===== src/rtl/mux_scan_pkg.sv =====
// mux_scan_pkg: shared types and constants for the mux scan serializer.
//   state_e        : serializer FSM states
//   DATA_W, SEL_W  : word width and mux select width (fixed by mux_16x1)
//   start_idx()    : first select index for a given bit order
//   end_idx()      : last select index for a given bit order
package mux_scan_pkg;

  localparam int DATA_W = 16;
  localparam int SEL_W  = 4;

  typedef enum logic {
    IDLE  = 1'b0,
    SHIFT = 1'b1
  } state_e;

  function automatic logic [SEL_W-1:0] start_idx(input bit msb_first);
    return msb_first ? SEL_W'(DATA_W - 1) : '0;
  endfunction

  function automatic logic [SEL_W-1:0] end_idx(input bit msb_first);
    return msb_first ? '0 : SEL_W'(DATA_W - 1);
  endfunction

endpackage


===== src/rtl/mux_16x1.sv =====
// mux_16x1: combinational 16:1 bit multiplexer.
//   in     : 16 candidate bits
//   select : index of the bit to pass through
//   out    : in[select]
module mux_16x1 (
  input  logic [15:0] in,
  input  logic [3:0]  select,
  output logic        out
);

  assign out = in[select];

endmodule


===== src/rtl/mux_scan_serializer.sv =====
// mux_scan_serializer: loads a 16-bit word over valid/ready and streams it
// out one bit per accepted beat by stepping the select of a mux_16x1.
//   clk, rst_n       : clock, synchronous active-low reset
//   flush            : synchronous abort of the current word
//   in_data/valid/ready : parallel word input handshake
//   ser_bit/valid/ready/last : serial output handshake, last flags final bit
//   sel              : current mux select (debug)
//   busy             : a word is being serialized
module mux_scan_serializer
  import mux_scan_pkg::*;
#(
  parameter bit MSB_FIRST = 1'b0
) (
  input  logic              clk,
  input  logic              rst_n,
  input  logic              flush,
  input  logic [DATA_W-1:0] in_data,
  input  logic              in_valid,
  output logic              in_ready,
  output logic              ser_bit,
  output logic              ser_valid,
  input  logic              ser_ready,
  output logic              ser_last,
  output logic [SEL_W-1:0]  sel,
  output logic              busy
);

  localparam logic [SEL_W-1:0] START = start_idx(MSB_FIRST);
  localparam logic [SEL_W-1:0] END_I = end_idx(MSB_FIRST);

  state_e            state_q, state_d;
  logic [DATA_W-1:0] data_q, data_d;
  logic [SEL_W-1:0]  sel_q, sel_d;

  // All handshake-facing outputs decode registered state only.
  assign in_ready  = (state_q == IDLE);
  assign ser_valid = (state_q == SHIFT);
  assign busy      = (state_q == SHIFT);
  assign ser_last  = ser_valid & (sel_q == END_I);
  assign sel       = sel_q;

  mux_16x1 u_mux (
    .in     (data_q),
    .select (sel_q),
    .out    (ser_bit)
  );

  always_comb begin
    state_d = state_q;
    data_d  = data_q;
    sel_d   = sel_q;
    if (flush) begin
      // data_q is deliberately kept; it is never observed as valid in IDLE.
      state_d = IDLE;
      sel_d   = START;
    end else begin
      unique case (state_q)
        IDLE: begin
          if (in_valid) begin
            data_d  = in_data;
            sel_d   = START;
            state_d = SHIFT;
          end
        end
        SHIFT: begin
          if (ser_ready) begin
            if (sel_q == END_I) begin
              state_d = IDLE;
              sel_d   = START;
            end else if (MSB_FIRST) begin
              sel_d = sel_q - 1'b1;
            end else begin
              sel_d = sel_q + 1'b1;
            end
          end
        end
        default: begin
          state_d = IDLE;
          sel_d   = START;
        end
      endcase
    end
  end

  always_ff @(posedge clk) begin
    if (!rst_n) begin
      state_q <= IDLE;
      data_q  <= '0;
      sel_q   <= START;
    end else begin
      state_q <= state_d;
      data_q  <= data_d;
      sel_q   <= sel_d;
    end
  end

endmodule

===== config.mk =====
export PLATFORM = sky130hd
export DESIGN_NAME = mux_scan_serializer
export DESIGN_NICKNAME = d
export VERILOG_FILES = /design/src/rtl/mux_scan_pkg.sv /design/src/rtl/mux_16x1.sv /design/src/rtl/mux_scan_serializer.sv
export SDC_FILE = /design/constraint.sdc
export NUM_CORES = 1
export LEC_CHECK = 0
export CORE_UTILIZATION = 40
export CTS_CLUSTER_SIZE = 14
export DETAILED_ROUTE_END_ITERATION = 7
export GPL_TIMING_DRIVEN = 1
export PLACE_DENSITY = 0.76
export SLEW_MARGIN = 5
export SYNTH_ARGS = -nofsm -noshare
export SYNTH_HDL_FRONTEND = slang
export SYNTH_SLANG_ARGS = --single-unit

===== constraint.sdc =====
create_clock -name clk -period 1.5 [get_ports clk]
set_clock_uncertainty 0.15 [all_clocks]
set_input_delay 0.3 -clock clk [delete_from_list [all_inputs] [get_ports clk]]
set_output_delay 0.3 -clock clk [all_outputs]
set_load 0.02 [all_outputs]

==> summary.md, run 1 <==
| Metric | Value |
|---|---|
| Outcome | `finished with violations` |
| Failing checks | `setup timing` |
| Crit path required time | `1.05 ns` |
| Reg2reg start | `sel[0]` |
| Die ar. | `between 0.002 and 0.003 sq mm` |
| Post-synth EDFFs | `0` |
| Via count | `between 1000 and 1500` |
| Port Buffers | `29` |
| Final Cycle Share | `142%` |
| Starting Density | `a little over two fifths` |
| Path depth of the worst reg2reg path | `10` |
| GRT overflow | `0` |
| Routed WL per cell | `17.0 microns` |
| Adder-cell share of the synthesized area | `under 10%` |
| Final WL | `about 3200 microns` |
| VDD IR max | `584 uV` |
| Max Cap Viol | `0` |
| R2R Path End | `sel[3]` |
| Top Ports | `30` |
| CTS tree | `done` |
| Gate power share | `a little over a fifth` |
| Cts bufs inserted | `3` |
| Synth Area in Compound Gates | `between 10% and 20%` |
| Main combinational cell family by area after synthesis | `simple AND/OR/NAND/NOR gates` |
| Hold-fix buffers at CTS | `0` |
| Syn Area/Cell | `~9.4 sq um` |
| Worst Path Max Fanout | `5` |
| Minimum clock period | `roughly 2.1 ns` |
| Static leakage | `a little under 0.7 nW` |
| Hold Startpoint | `data_q[11]` |
| Yosys cell types | `27` |
| Final Non-Filler Cells | `between 150 and 200` |
| P_int | `819 uW` |
| DRT Pass-1 Iters | `4` |
| CP Data Arrival Time | `between 1.5 and 2 ns` |
| Cell count after synthesis | `110` |
| Number of diodes | `0` |
| Final net count | `about 180` |
| Gr usage total | `21.5%` |
| Reg clk slew, reported paths | `approximately 0.13 ns` |
| Sw Ratio | `between 20% and 30%` |
| Dominant synthesized flop cell | `dfxtp_1` |
| Reg2reg setup slack | `-0.38 ns` |
| H-tree depth | `1` |
| Pwr/cell area | `roughly 650 mW/mm^2` |
| Proportion of synthesized area in mux cells | `between 10 and 15%` |
| FMAX | `470 MHz` |
| Final core occ | `between 70% and 80%` |
| Slew @ Worst Pin | `0.357 ns` |
| HPWL after DPL | `1780 microns` |
| Hold Path Stages | `2` |
| Most common cell after layout, fill and taps aside | `clkdlybuf4s50_1` |
| Area Growth Syn to Fin | `68.0%` |
| Vias in the first global route | `between 900 and 1000` |
| Die X | `around 53 microns` |
| Placed cell count | `between 150 and 200` |
| Synthesized cell area | `just over 0.001 sq mm` |
| First-pass GRT wire length | `approximately 4300 microns` |
| Crit path kind | `flop to output port` |
| Max-slew violation count | `0` |
| Placed inst area | `about 0.0014 sq mm` |
| Register share of total power | `between 50 and 60%` |
| Die Height | `52.9 microns` |
| Total core area | `about 0.0025 sq mm` |
| RSZ-0062 raised after global routing | `true` |
| Sw power | `around 310 uW` |
| Initial antenna violation count | `0` |
| Clock power frac | `25.9%` |
| Final Hold Viols | `0` |
| Via density | `~5.4` |
| Routability cong. | `0.793` |
| Simple-gate area share of the yosys netlist | `19.2%` |
| Post-route cell area | `around 0.0017 sq mm` |
| Later-pin clock latency in the skew report | `0.31 ns` |
| Routed Antenna Nets | `0` |
| Setup violations, final | `24` |
| Ys Warns | `0` |
| Post-place setup slack | `-0.658 ns` |
| Syn nets | `~130` |
| DRC viols | `0` |
| Starting DRT DRC Count | `26` |
| Sink Count | `21` |
| Fill cell count | `169` |
| Area of the multi-input gates | `approximately 660 sq um` |
| Fraction of layout instances using a drive strength above 1 | `51.2%` |
| Seq/Total Area, Yosys | `about 41%` |
| Critical Path Start Type | `flop` |
| Register area | `roughly 430 sq um` |
| Clk root buf | `clkbuf_4` |
| Worst slew margin relative to its limit | `75.5%` |
| Slack of the critical path | `-0.629 ns` |
| Post-Synth XOR/XNOR Area | `0%` |
| Worst Hold End | `data_q[11]` |
| Synthesized flop and latch total | `21` |
| Post-synth ARST share | `0%` |
| Hold Path Class | `flop to flop` |
| Largest net degree at the start of global routing | `17` |
| Type of destination of the critical path | `output port` |
| Row cnt | `18` |
| CTS max path bufs | `2` |
| Commonest cells after routing, fill and taps aside | `clkdlybuf4s50_1, nand2_1, dfxtp_1` |
[worst max-delay path, stage by stage, from the launching register on]
cell and delay [ns]:
dfxtp_4 0.39, buf_4 0.14, buf_6 0.10, buf_6 0.10, buf_6 0.11, buf_6 0.11
ha_4 0.15, and2_4 0.13, buf_6 0.12
[cell families (layout without fill, tap and decap cells)]
kind of cell	count (synthesis)	in the layout
and+or+nand+nor	43	43
AOI/OAI and AO/OA	26	26
adders and majority gates	1	1
buffers and inverters	11	61
muxes	8	8
DFF	21	21
[worst max-delay path by stage]
stage | cells after the start | end | start | slack (ns)
5_1_grt | 4 | ser_bit | sel[0] | -0.68
4_1_cts | 4 | ser_bit | sel[0] | -0.63
3_5_place_dp | 4 | ser_bit | sel[0] | -0.66
6_report | 8 | ser_last | sel[0] | -0.63
3_3_place_gp | 4 | ser_bit | sel[0] | -0.60
2_1_floorplan | 4 | ser_bit | sel[0] | -0.24
[per-stage QoR]
step / total power [mW] / hold WS [ns] / setup TNS, ns
3_5_place_dp: 0.773 / 0.299 / -5.60
5_1_grt: 1.17 / 0.326 / -5.77
6_report: 1.13 / 0.315 / -4.48
4_1_cts: 1.07 / 0.317 / -2.44
3_3_place_gp: 0.767 / 0.299 / -5.03
2_1_floorplan: 0.676 / 0.260 / -0.239
[synthesized netlist by cell type (2+ instances only)]
cell,n,area share (%)
a21oi_1,3,1.4
mux4_1,4,10
a21boi_1,6,4.3
buf_2,3,1.4
a21boi_0,11,8.0
buf_6,3,3.3
mux2i_1,4,3.9
nor2_1,2,0.72
inv_1,3,1.1
dfxtp_1,21,41
nand2_1,33,12
a311oi_1,2,1.7
[power by group through the flow]
stage / registers, mW / logic, mW / clock network (mW)
final: 0.590 / 0.249 / 0.294
after CTS: 0.587 / 0.195 / 0.288
after global placement: 0.601 / 0.167 / 0
after detailed placement: 0.601 / 0.172 / 0
after floorplan: 0.599 / 0.0771 / 0
after global routing: 0.592 / 0.262 / 0.313
[registers in the layout (all words and copies together), names as in the netlist]
register  count
data_q       16
sel           4
busy          1
[what timing repair did]
| action | 4_1_cts | 5_1_grt |
|---|---|---|
| buffers inserted | 7 | 2 |
| gates resized for setup | 75 | 43 |
| gates cloned | 1 | 1 |
| pin swaps | 6 | 14 |
| setup endpoints to repair | 11 | 29 |
[final cells by class]
cell class                 instances  share of cell area [%]
multi-input combinational         78                    38.0
timing repair buffer              54                    32.6
sequential                        21                    24.9
tap                               30                    2.16
clock buffer                       3                    1.29
inverter                           3                   0.647
clock inverter                     1                   0.288
[routing by layer]
metal	vias up	global-route usage [%]	share of wire, %	wire, microns
li1	479	-	-	-
met1	498	28.1	42	1340
met2	41	33.3	52	1680
met3	6	4.31	5.1	163
met4	0	11.0	1.2	38
met5	-	0	0	0
Note: power is estimated with default switching activity, not from simulation.
==> run 2, diff against run 1 <==
--- a/config.mk
+++ b/config.mk
@@ -11,5 +11,4 @@
 export GPL_TIMING_DRIVEN = 1
 export PLACE_DENSITY = 0.76
-export SLEW_MARGIN = 5
 export SYNTH_ARGS = -nofsm -noshare
 export SYNTH_HDL_FRONTEND = slang
==> constraint.sdc (replaced) <==
create_clock -name clk -period 1.5 [get_ports clk]
set_clock_uncertainty 0.15 [all_clocks]
set_input_delay 0.15 -clock clk [delete_from_list [all_inputs] [get_ports clk]]
set_output_delay 0.15 -clock clk [all_outputs]
set_load 0.02 [all_outputs]
==> run 2 against run 1 <==
  * Largest power group unchanged
  * Non-clock buffer count down 7
  * Critical endpoint is now ser_bit
  * Highest routed layer unchanged
  * The flow still finishes with violations (setup timing)
  * Sequential share of layout area increased by 3.5 points
  * Hold slack worse by 0.11 ns
  * Largest cell class unchanged
==> summary.md, run 2 (same netlist as run 1, synthesis figures left out) <==
| Metric | Value |
|---|---|
| CTS max path bufs | `2 (unchanged)` |
| Vias in the first global route | `858 (was 932)` |
| Via density | `5.16 (was 5.39)` |
| Number of diodes | `0 (unchanged)` |
| R2R Path End | `sel[3] (unchanged)` |
| Final Hold Viols | `0 (unchanged)` |
| H-tree depth | `1 (unchanged)` |
| Critical Path Start Type | `flop (unchanged)` |
| Row cnt | `18 (unchanged)` |
| Die ar. | `0.00280 sq mm (unchanged)` |
| RSZ-0062 raised after global routing | `true (unchanged)` |
| Reg clk slew, reported paths | `0.13 ns (about the same)` |
| Routed WL per cell | `13.5 microns (was 17.0 microns)` |
| Starting Density | `42.2% (unchanged)` |
| Outcome | `finished with violations (unchanged)` |
| Max-slew violation count | `0 (unchanged)` |
| Port Buffers | `29 (unchanged)` |
| Crit path required time | `1.20 ns (was 1.05 ns)` |
| CP Capture Point | `ser_bit (was ser_last)` |
| Crit path kind | `flop to output port (unchanged)` |
| Hold-fix buffers at CTS | `0 (unchanged)` |
| Via count | `945 (was 1024)` |
| Die X | `52.9 microns (unchanged)` |
| Clk root buf | `clkbuf_4 (unchanged)` |
| HPWL after DPL | `1790 microns (was 1780 microns)` |
| First-pass GRT wire length | `3910 microns (was 4270 microns)` |
| Reg2reg setup slack | `-0.05 ns (was -0.38 ns)` |
| Slack of the critical path | `-0.477 ns (was -0.629 ns)` |
| Routed Antenna Nets | `0 (unchanged)` |
| Top reg by flops | `data_q (unchanged)` |
| Most common cell after layout, fill and taps aside | `nand2_1 (was clkdlybuf4s50_1)` |
| Area of the multi-input gates | `562 sq um (was 662 sq um)` |
| Final net count | `176 (was 183)` |
| Fraction of layout instances using a drive strength above 1 | `29.4% (was 51.2%)` |
| Clock power frac | `27.4% (was 25.9%)` |
| Fill cell count | `209 (was 169)` |
| Path depth of the worst reg2reg path | `7 (was 10)` |
| Register share of total power | `55.5% (was 52.1%)` |
| Sw Ratio | `26.1% (was 27.7%)` |
| Crit path launch | `sel[0] (unchanged)` |
| Type of destination of the critical path | `output port (unchanged)` |
| Placed cell count | `175 (unchanged)` |
| Worst Path Max Fanout | `5 (unchanged)` |
| Pwr/cell area | `699 mW/mm^2 (was 650 mW/mm^2)` |
| Routability cong. | `0.793 (unchanged)` |
| Sink Count | `21 (unchanged)` |
| Setup violations, final | `4 (was 24)` |
| Final core occ | `61.9% (was 70.9%)` |
| Starting DRT DRC Count | `23 (was 26)` |
| DRC viols | `0 (unchanged)` |
| Initial antenna violation count | `0 (unchanged)` |
| Worst slew margin relative to its limit | `84.1% (was 75.5%)` |
| Slew @ Worst Pin | `0.232 ns (was 0.357 ns)` |
| Die Height | `52.9 microns (unchanged)` |
| Final Cycle Share | `132% (was 142%)` |
| Failing checks | `setup timing (unchanged)` |
| Final WL | `2470 microns (was 3230 microns)` |
| DRT Pass-1 Iters | `4 (unchanged)` |
| Later-pin clock latency in the skew report | `0.32 ns (was 0.31 ns)` |
| VDD IR max | `606 uV (was 584 uV)` |
| CTS tree | `done (unchanged)` |
| Reg2reg start | `sel[0] (unchanged)` |
| CP Data Arrival Time | `1.68 ns (about the same)` |
| Hold Path Class | `input port to flop (was flop to flop)` |
| Total core area | `0.00245 sq mm (unchanged)` |
| Top Ports | `30 (unchanged)` |
| GRT overflow | `0 (unchanged)` |
| Max FFs per register | `16 (unchanged)` |
| Gr usage total | `20.1% (was 21.5%)` |
| Sw power | `277 uW (was 313 uW)` |
| Max Cap Viol | `0 (unchanged)` |
| Area Growth Syn to Fin | `46.6% (was 68.0%)` |
| Gate power share | `17.1% (was 22.0%)` |
| Register area | `432 sq um (was 434 sq um)` |
| Post-place setup slack | `-0.511 ns (was -0.658 ns)` |
| P_int | `784 uW (was 819 uW)` |
| Commonest cells after routing, fill and taps aside | `nand2_1, clkdlybuf4s50_1, dfxtp_1 (was clkdlybuf4s50_1, nand2_1, dfxtp_1)` |
| Final Non-Filler Cells | `183 (was 190)` |
| Cts bufs inserted | `3 (unchanged)` |
| Largest net degree at the start of global routing | `17 (unchanged)` |
| Power, Total | `1.06 mW (was 1.13 mW)` |
| FMAX | `506 MHz (was 470 MHz)` |
| Static leakage | `0.574 nW (was 0.682 nW)` |
| Minimum clock period | `1.98 ns (was 2.13 ns)` |
-- run 2: critical path, stage by stage, from the launching register on --
cell and delay (ns):
dfxtp_4 0.41, mux4_2 0.51, mux2i_2 0.18, mux2i_2 0.09, buf_4 0.16
-- run 2: stage by stage --
stage	hold slack [ns]	TNS, ns	area (sq um)
final	0.209	-0.697	1520
after global placement	0.299	-1.78	1420
after floorplan	0.110	-0.0886	1030
after CTS	0.210	-0.676	1500
after detailed placement	0.306	-2.11	1420
after global routing	0.198	-0.943	1520
-- run 2: layout make-up --
class / instances / share of cell area (%)
multi-input combinational: 78 / 37.0
clock inverter: 1 / 0.329
sequential: 21 / 28.4
timing repair buffer: 47 / 29.6
clock buffer: 3 / 1.48
tap: 30 / 2.47
inverter: 3 / 0.741
-- run 2: power by group through the flow --
stage | registers (mW) | clock network [mW] | logic, mW
2_1_floorplan | 0.599 | 0 | 0.0771
3_3_place_gp | 0.601 | 0 | 0.167
3_5_place_dp | 0.601 | 0 | 0.172
4_1_cts | 0.589 | 0.299 | 0.173
5_1_grt | 0.592 | 0.322 | 0.195
6_report | 0.589 | 0.291 | 0.181
-- run 2: how the worst min path moves through the flow --
stage | from | end | slack (ns) | depth (start not counted)
after detailed placement | data_q[4] | data_q[4] | 0.31 | 2
after floorplan | ser_ready | busy | 0.11 | 1
after CTS | in_data[3] | data_q[3] | 0.21 | 3
after global placement | data_q[11] | data_q[11] | 0.30 | 2
after global routing | in_data[3] | data_q[3] | 0.20 | 3
final | in_data[3] | data_q[3] | 0.21 | 3
-- run 2: routing by layer --
| metal | track usage, % | wire length (microns) | up-vias |
|---|---|---|---|
| met3 | 3.45 | 87 | 5 |
| met2 | 32.3 | 1210 | 22 |
| li1 | - | - | 469 |
| met5 | 0 | 0 | - |
| met1 | 25.5 | 1120 | 449 |
| met4 | 10.5 | 48 | 0 |
-- run 2: timing repair --
item | 4_1_cts | 5_1_grt
gates cloned | 0 | 1
hold endpoints to repair | 0 | 0
resized for setup | 33 | 16
pin swaps | 2 | 2
endpoints found under the setup margin | 12 | 18
buffers inserted | 3 | 0
